`config.mk`:
```
export PLATFORM = sky130hd
export DESIGN_NAME = hcp_rx_port_arbiter
export DESIGN_NICKNAME = d
export VERILOG_FILES = /design/src/rtl/hcp_rx_port_arbiter_pkg.sv /design/src/rtl/hcp_rx_port_arbiter_rr_pick.sv /design/src/rtl/hcp_rx_port_arbiter.sv
export SDC_FILE = /design/constraint.sdc
export NUM_CORES = 1
export LEC_CHECK = 0
export ABC_AREA = 1
export CAP_MARGIN = 15
export CORE_MARGIN = 3
export CORE_UTILIZATION = 35
export DETAILED_ROUTE_END_ITERATION = 7
export PLACE_DENSITY = 0.62
export SLEW_MARGIN = 10
export SYNTH_ARGS = -nofsm -noshare
export SYNTH_HDL_FRONTEND = slang
export SYNTH_SLANG_ARGS = --single-unit
```
`constraint.sdc`:
```
create_clock -name clk_sys -period 2.25 [get_ports clk_sys]
set_input_delay 0.225 -clock clk_sys [delete_from_list [all_inputs] [get_ports clk_sys]]
set_output_delay 0.225 -clock clk_sys [all_outputs]
set_load 0.05 [all_outputs]
```
`src/rtl/hcp_rx_port_arbiter_pkg.sv`:
```
// Shared constants, state encoding and helpers for the HCP receive-port arbiter.
package hcp_rx_port_arbiter_pkg;

    localparam int DATA_W = 9;
    localparam int TS_W   = 19;
    localparam int PORT_W = 3;

    typedef enum logic [1:0] {
        ST_IDLE  = 2'd0,
        ST_GRANT = 2'd1,
        ST_XFER  = 2'd2,
        ST_GAP   = 2'd3
    } arb_state_e;

    // Round-robin successor of a port index, wrapping at the last port.
    function automatic logic [PORT_W-1:0] next_port(input logic [PORT_W-1:0] idx,
                                                    input int num_ports);
        logic [PORT_W-1:0] last_idx;
        last_idx = PORT_W'(num_ports - 1);
        if (idx >= last_idx) begin
            next_port = {PORT_W{1'b0}};
        end else begin
            next_port = idx + 3'd1;
        end
    endfunction

endpackage

```
`src/rtl/hcp_rx_port_arbiter_rr_pick.sv`:
```
// Rotating-priority encoder: the first requester at or after ptr wins.
module hcp_rx_port_arbiter_rr_pick
    import hcp_rx_port_arbiter_pkg::*;
#(
    parameter int NUM_PORTS = 4
) (
    input  logic [NUM_PORTS-1:0] req,
    input  logic [PORT_W-1:0]    ptr,
    output logic [NUM_PORTS-1:0] grant_onehot,
    output logic [PORT_W-1:0]    grant_idx,
    output logic                 valid
);

    // Scan from farthest to nearest offset so the nearest requester overwrites last.
    always_comb begin
        grant_onehot = {NUM_PORTS{1'b0}};
        grant_idx    = {PORT_W{1'b0}};
        valid        = |req;
        for (int k = NUM_PORTS - 1; k >= 0; k--) begin
            if (req[(int'(ptr) + k) % NUM_PORTS]) begin
                grant_onehot = {NUM_PORTS{1'b0}};
                grant_onehot[(int'(ptr) + k) % NUM_PORTS] = 1'b1;
                grant_idx = PORT_W'((int'(ptr) + k) % NUM_PORTS);
            end else begin
                grant_idx = grant_idx;
            end
        end
    end

endmodule

```
`src/rtl/hcp_rx_port_arbiter.sv`:
```
// Packet-level round-robin arbiter sharing one HCP receive path among several buffered sources,
// with inter-packet gap, grant watchdog and runaway-length cutoff.
module hcp_rx_port_arbiter
    import hcp_rx_port_arbiter_pkg::*;
#(
    parameter int NUM_PORTS     = 4,
    parameter int MAX_PKT_LEN   = 2047,
    parameter int GRANT_TIMEOUT = 64,
    parameter int IFG_CYCLES    = 2
) (
    input  logic                        clk_sys,
    input  logic                        reset_n,
    input  logic                        i_arb_en,
    input  logic [NUM_PORTS-1:0]        iv_pkt_req,
    output logic [NUM_PORTS-1:0]        ov_grant,
    input  logic [NUM_PORTS*DATA_W-1:0] iv_data,
    input  logic [NUM_PORTS-1:0]        iv_data_wr,
    input  logic [NUM_PORTS*TS_W-1:0]   iv_rec_ts,
    output logic [DATA_W-1:0]           ov_data,
    output logic                        o_data_wr,
    output logic [TS_W-1:0]             ov_rec_ts,
    output logic                        o_pkt_done_pulse,
    output logic                        o_timeout_pulse,
    output logic                        o_discard_pulse,
    output logic [1:0]                  ov_arb_state,
    output logic [PORT_W-1:0]           ov_cur_port
);

    localparam logic [10:0] MAX_LEN_C  = 11'(MAX_PKT_LEN);
    localparam logic [15:0] WD_LAST_C  = 16'(GRANT_TIMEOUT - 1);
    localparam logic [7:0]  GAP_LAST_C = (IFG_CYCLES == 0) ? 8'd0 : 8'(IFG_CYCLES - 1);

    arb_state_e           state_r;
    logic [NUM_PORTS-1:0] grant_r;
    logic [PORT_W-1:0]    ptr_r;
    logic [PORT_W-1:0]    cur_port_r;
    logic [DATA_W-1:0]    data_r;
    logic                 data_wr_r;
    logic [TS_W-1:0]      rec_ts_r;
    logic                 done_r;
    logic                 timeout_r;
    logic                 discard_r;
    logic [10:0]          beat_cnt_r;
    logic [15:0]          wd_cnt_r;
    logic [7:0]           gap_cnt_r;

    logic [NUM_PORTS-1:0] pick_onehot_s;
    logic [PORT_W-1:0]    pick_idx_s;
    logic                 pick_valid_s;
    logic [DATA_W-1:0]    sel_data_s;
    logic [TS_W-1:0]      sel_ts_s;
    logic                 sel_wr_s;
    logic                 stray_wr_s;
    logic                 bad_first_s;
    logic [10:0]          beat_next_s;

    hcp_rx_port_arbiter_rr_pick #(.NUM_PORTS(NUM_PORTS)) u_rr_pick (
        .req          (iv_pkt_req),
        .ptr          (ptr_r),
        .grant_onehot (pick_onehot_s),
        .grant_idx    (pick_idx_s),
        .valid        (pick_valid_s)
    );

    // AND-OR mux of the currently granted port's beat, valid and timestamp.
    always_comb begin
        sel_data_s = {DATA_W{1'b0}};
        sel_ts_s   = {TS_W{1'b0}};
        sel_wr_s   = 1'b0;
        for (int i = 0; i < NUM_PORTS; i++) begin
            sel_data_s = sel_data_s | (iv_data[i*DATA_W +: DATA_W] & {DATA_W{cur_port_r == PORT_W'(i)}});
            sel_ts_s   = sel_ts_s | (iv_rec_ts[i*TS_W +: TS_W] & {TS_W{cur_port_r == PORT_W'(i)}});
            sel_wr_s   = sel_wr_s | (iv_data_wr[i] & grant_r[i]);
        end
    end

    // Any beat from an ungranted port, or a granted beat that is not a valid packet start, is dropped.
    always_comb begin
        stray_wr_s  = |(iv_data_wr & ~grant_r);
        bad_first_s = (state_r == ST_GRANT) && sel_wr_s && !sel_data_s[8];
        beat_next_s = beat_cnt_r + 11'd1;
    end

    // Arbitration FSM with registered output path and watchdog counters.
    always_ff @(posedge clk_sys or negedge reset_n) begin
        if (!reset_n) begin
            state_r    <= ST_IDLE;
            grant_r    <= {NUM_PORTS{1'b0}};
            ptr_r      <= {PORT_W{1'b0}};
            cur_port_r <= {PORT_W{1'b0}};
            data_r     <= {DATA_W{1'b0}};
            data_wr_r  <= 1'b0;
            rec_ts_r   <= {TS_W{1'b0}};
            done_r     <= 1'b0;
            timeout_r  <= 1'b0;
            discard_r  <= 1'b0;
            beat_cnt_r <= 11'd0;
            wd_cnt_r   <= 16'd0;
            gap_cnt_r  <= 8'd0;
        end else begin
            data_r    <= {DATA_W{1'b0}};
            data_wr_r <= 1'b0;
            done_r    <= 1'b0;
            timeout_r <= 1'b0;
            discard_r <= stray_wr_s | bad_first_s;
            case (state_r)
                ST_IDLE: begin
                    wd_cnt_r   <= 16'd0;
                    beat_cnt_r <= 11'd0;
                    gap_cnt_r  <= 8'd0;
                    if (i_arb_en && pick_valid_s) begin
                        grant_r    <= pick_onehot_s;
                        cur_port_r <= pick_idx_s;
                        ptr_r      <= next_port(pick_idx_s, NUM_PORTS);
                        state_r    <= ST_GRANT;
                    end else begin
                        state_r <= ST_IDLE;
                    end
                end
                ST_GRANT: begin
                    if (sel_wr_s && sel_data_s[8]) begin
                        data_r     <= sel_data_s;
                        data_wr_r  <= 1'b1;
                        rec_ts_r   <= sel_ts_s;
                        beat_cnt_r <= 11'd1;
                        state_r    <= ST_XFER;
                    end else if (wd_cnt_r >= WD_LAST_C) begin
                        timeout_r <= 1'b1;
                        grant_r   <= {NUM_PORTS{1'b0}};
                        state_r   <= ST_GAP;
                    end else begin
                        wd_cnt_r <= wd_cnt_r + 16'd1;
                    end
                end
                ST_XFER: begin
                    if (sel_wr_s) begin
                        beat_cnt_r <= beat_next_s;
                        data_wr_r  <= 1'b1;
                        if (sel_data_s[8]) begin
                            data_r  <= sel_data_s;
                            done_r  <= 1'b1;
                            grant_r <= {NUM_PORTS{1'b0}};
                            state_r <= ST_GAP;
                        end else if (beat_next_s >= MAX_LEN_C) begin
                            // Runaway packet: mark the cut-off beat as last so the parser closes it.
                            data_r    <= sel_data_s | 9'h100;
                            timeout_r <= 1'b1;
                            grant_r   <= {NUM_PORTS{1'b0}};
                            state_r   <= ST_GAP;
                        end else begin
                            data_r <= sel_data_s;
                        end
                    end else begin
                        state_r <= ST_XFER;
                    end
                end
                ST_GAP: begin
                    if (gap_cnt_r >= GAP_LAST_C) begin
                        gap_cnt_r <= 8'd0;
                        state_r   <= ST_IDLE;
                    end else begin
                        gap_cnt_r <= gap_cnt_r + 8'd1;
                    end
                end
                default: begin
                    grant_r <= {NUM_PORTS{1'b0}};
                    state_r <= ST_IDLE;
                end
            endcase
        end
    end

    assign ov_grant         = grant_r;
    assign ov_data          = data_r;
    assign o_data_wr        = data_wr_r;
    assign ov_rec_ts        = rec_ts_r;
    assign o_pkt_done_pulse = done_r;
    assign o_timeout_pulse  = timeout_r;
    assign o_discard_pulse  = discard_r;
    assign ov_arb_state     = state_r;
    assign ov_cur_port      = cur_port_r;

endmodule
```
==> flow_summary.yaml <==
synthesis:
  syn_area_mm2: 0.004654
  yosysTopAreaCellShare: 0.4140
  yosysTopAreaCell: "dfrtp_1"
  syn_inst: 589
  yosysWarningCount: 0
  ys.flop_type: "dfrtp_1"
  syn_avg_cell_area_um2: 7.902
  syn_nets: 731
  synth_area_leaders: "dfrtp_1, nand2_1, inv_1, ha_1, nor2_1"
  ys_ff_latch: 77
  synthArstFlopShare: 1.000
  synth_edf_count: 0
  ys_types: 40
  ys_seq_area_frac: 0.4140
grt:
  grt-ovfl-total: 0
  antenna_found_initial: 0
  grt_pass1_vias: 4528
  grt_use_total: 0.1952
  grt_pass1_wl_um: 22650
  grt_max_degree: 43
layout:
  fin_nets: 898
  syn2layout_area_growth_pct: 46.29
  antenna_cells: 0
  finalInstanceArea_mm2: 0.006809
  n_fill_cell: 1236
  drive_gt1_frac: 0.1091
  final_cells: 933
  layout_commonest_cell: "nand2_1"
  layout_common_cells: "nand2_1, clkdlybuf4s50_1, dfrtp_1"
setup_path:
  max_stage_delay_ns: 0.46
  crit_chain: "inv_2 > nand2_2 > inv_4 > nand2_4 > nand2_2 > nor2_4 > inv_2 > nand2_4 > nand2_2 > and2_4 > nand2_2 > o22ai_2"
  cp_num_buf_inv: 3
  endpoint_kind: "flip-flop"
  cp_num_cells: 12
  cp.required_ns: 2.50
  rr_worst_depth: 12
  crit_fanout: 28
  cpMaxStageDelayCell: "dfrtp_1"
  worstPathArrival_ns: 2.30
  worstSetupPathType: "reg -> reg"
  critPathTopFamily: "simple AND/OR/NAND/NOR gates"
  crit_path_start_kind: "flip-flop"
  critical_path.most_common_cell: "nand2_2"
clocking:
  clockRootBuffer: "clkbuf_16"
  cts_inserted_buffers: 9
  insertion_delay_ns: 0.33
  clk_pin_slew_ns: 0.06
  cts_sinks: 77
  clock_path_buffers: 2
  cts_tree: "done"
  htreeDepth: 3
floorplanning:
  initial_utilization: 0.3629
  die_area_mm2: 0.01472
  die_h_um: 121.3
  dieWidth_um: 121.3
  core_mm2: 0.01282
  num_rows: 41
  boundaryPins: 164
timing:
  setup_violations: 0
  rsz0062_at_grt: "no"
  skew_ns: 0.008379
  whs_ns: 0.3962
  finalHoldViolations: 0
  maxSlewHeadroom: 0.5464
  finalCriticalPeriod_ns: 2.050
  fin_crit_sh: 0.9112
  tns_ns: 0
  tightestPinTransition_ns: 0.6742
  setup_slack_ns: 0.1997
  report.final.slew_viol_count: 0
  fmax_mhz: 487.7
pwr:
  seqPwrFrac: 0.231
  powerDensity_mw_per_mm2: 1226
  p_leak_uw: 0.003074
  p_clk_frac: 0.173
  p_int_uw: 4327
  switching_share: 0.4815
  p_sw_uw: 4018
  p_comb_frac: 0.596
  vdd_ir_drop_max_v: 0.0009742
detailed_routing:
  firstDrtPassIters: 4
  drt_iter0_markers: 311
  final_antenna_net_count: 0
  routed_wl_um: 14030
  vias: 4486
  wl_per_cell_um: 15.04
  drc: 0
  viasPerCell: 4.808
hold_path:
  hold_path_class: "in -> async"
placement:
  placed_cell_area_mm2: 0.006492
  dpl.cell_count: 916
  preCtsSetupSlack_ns: 0.1466
  hpwl_um: 11010
  port_buffers: 162
  gp_congestion: 0.8584
status:
  outcome: "finished, final reports clean"
job:
  maxCapViolCount: 0
metrics by stage:
step                      power (µW)  utilization
after detailed placement        6936       0.5062
after global placement          6857       0.5062
after floorplan                 5422            -
final                           8346       0.5309
after global routing            8971       0.5309
after CTS                       8417       0.5304
cell families (layout without fill, tap and decap cells):
logic type / count (synthesis) / count (layout) / synth area share
flip-flops: 77 / 77 / 0.4140
multiplexers: 20 / 20 / 0.04812
AND/OR/NAND/NOR: 300 / 300 / 0.2777
XOR/XNOR: 4 / 4 / 0.007526
buffers and inverters: 94 / 266 / 0.08333
other: 1 / 1 / 0.0008057
adder cells (fa/ha/maj): 19 / 19 / 0.05108
AO/OA/AOI/OAI: 74 / 74 / 0.1175
sequential cells by signal (all words and copies together), names as in the netlist, 4 cells and up:
register / flops
beat_cnt_r: 11
gap_cnt_r: 8
ov_data: 9
ov_grant: 4
ov_rec_ts: 19
wd_cnt_r: 16
metal layers:
metal / wire length, µm / vias up / GRT usage
li1: - / 2245 / -
met2: 7580 / 82 / 0.3651
met4: 210 / 0 / 0.05182
met5: 0 / - / 0
met3: 420 / 17 / 0.03403
met1: 5816 / 2142 / 0.2282
synth_stat cells, types with 5 or more instances:
master      n
a221oi_1    9
nand4_1    21
inv_1      70
nand2_1   165
nand2_2     5
ha_1       19
clkbuf_1    5
nand3_1    37
inv_2       6
dfrtp_1    77
mux2_2     19
nor2_1     59
o21ai_2     5
nor2_2      5
o21ai_0    14
a22o_1      9
o22ai_2     7
a21oi_1    16
cell type report:
cell class,instances,area [µm²],share of cell area
multi-input cells,418,2345,0.3444
flip-flops and latches,77,1928,0.2832
repair buffers,173,1729,0.2540
inverters,77,291.5,0.04282
clock buffers,10,229.0,0.03363
well taps,172,215.2,0.03161
clock inverters,6,71.32,0.01047
timing repair:
| action | in CTS | in global routing |
|---|---|---|
| setup endpoints to repair | 0 | 5 |
| resized for setup | 0 | 3 |
| buffers inserted | 0 | 0 |
| endpoints found under the hold margin | 35 | 0 |
| hold buffers | 1 | 0 |
power groups by stage:
stage               Clock, µW  Sequential [µW]  Combinational, µW
finish                   1440             1930               4970
global route             1550             1980               5440
CTS                      1480             1930               5000
detailed placement          0             1950               4980
global placement            0             1940               4910
floorplan                   0             2790               2630
final timing paths:
check                               start       endpoint  slack (ns)
min in group clk_sys         gap_cnt_r[3]   gap_cnt_r[3]        0.47
max reg2reg                ov_cur_port[0]  beat_cnt_r[3]        0.20
max                        ov_cur_port[0]  beat_cnt_r[3]        0.20
min reg2reg                  gap_cnt_r[3]   gap_cnt_r[3]        0.47
max in group asynchronous         reset_n       ptr_r[0]        1.25
min                               reset_n     ov_data[0]        0.40
Power figures use the tool's default switching activity.
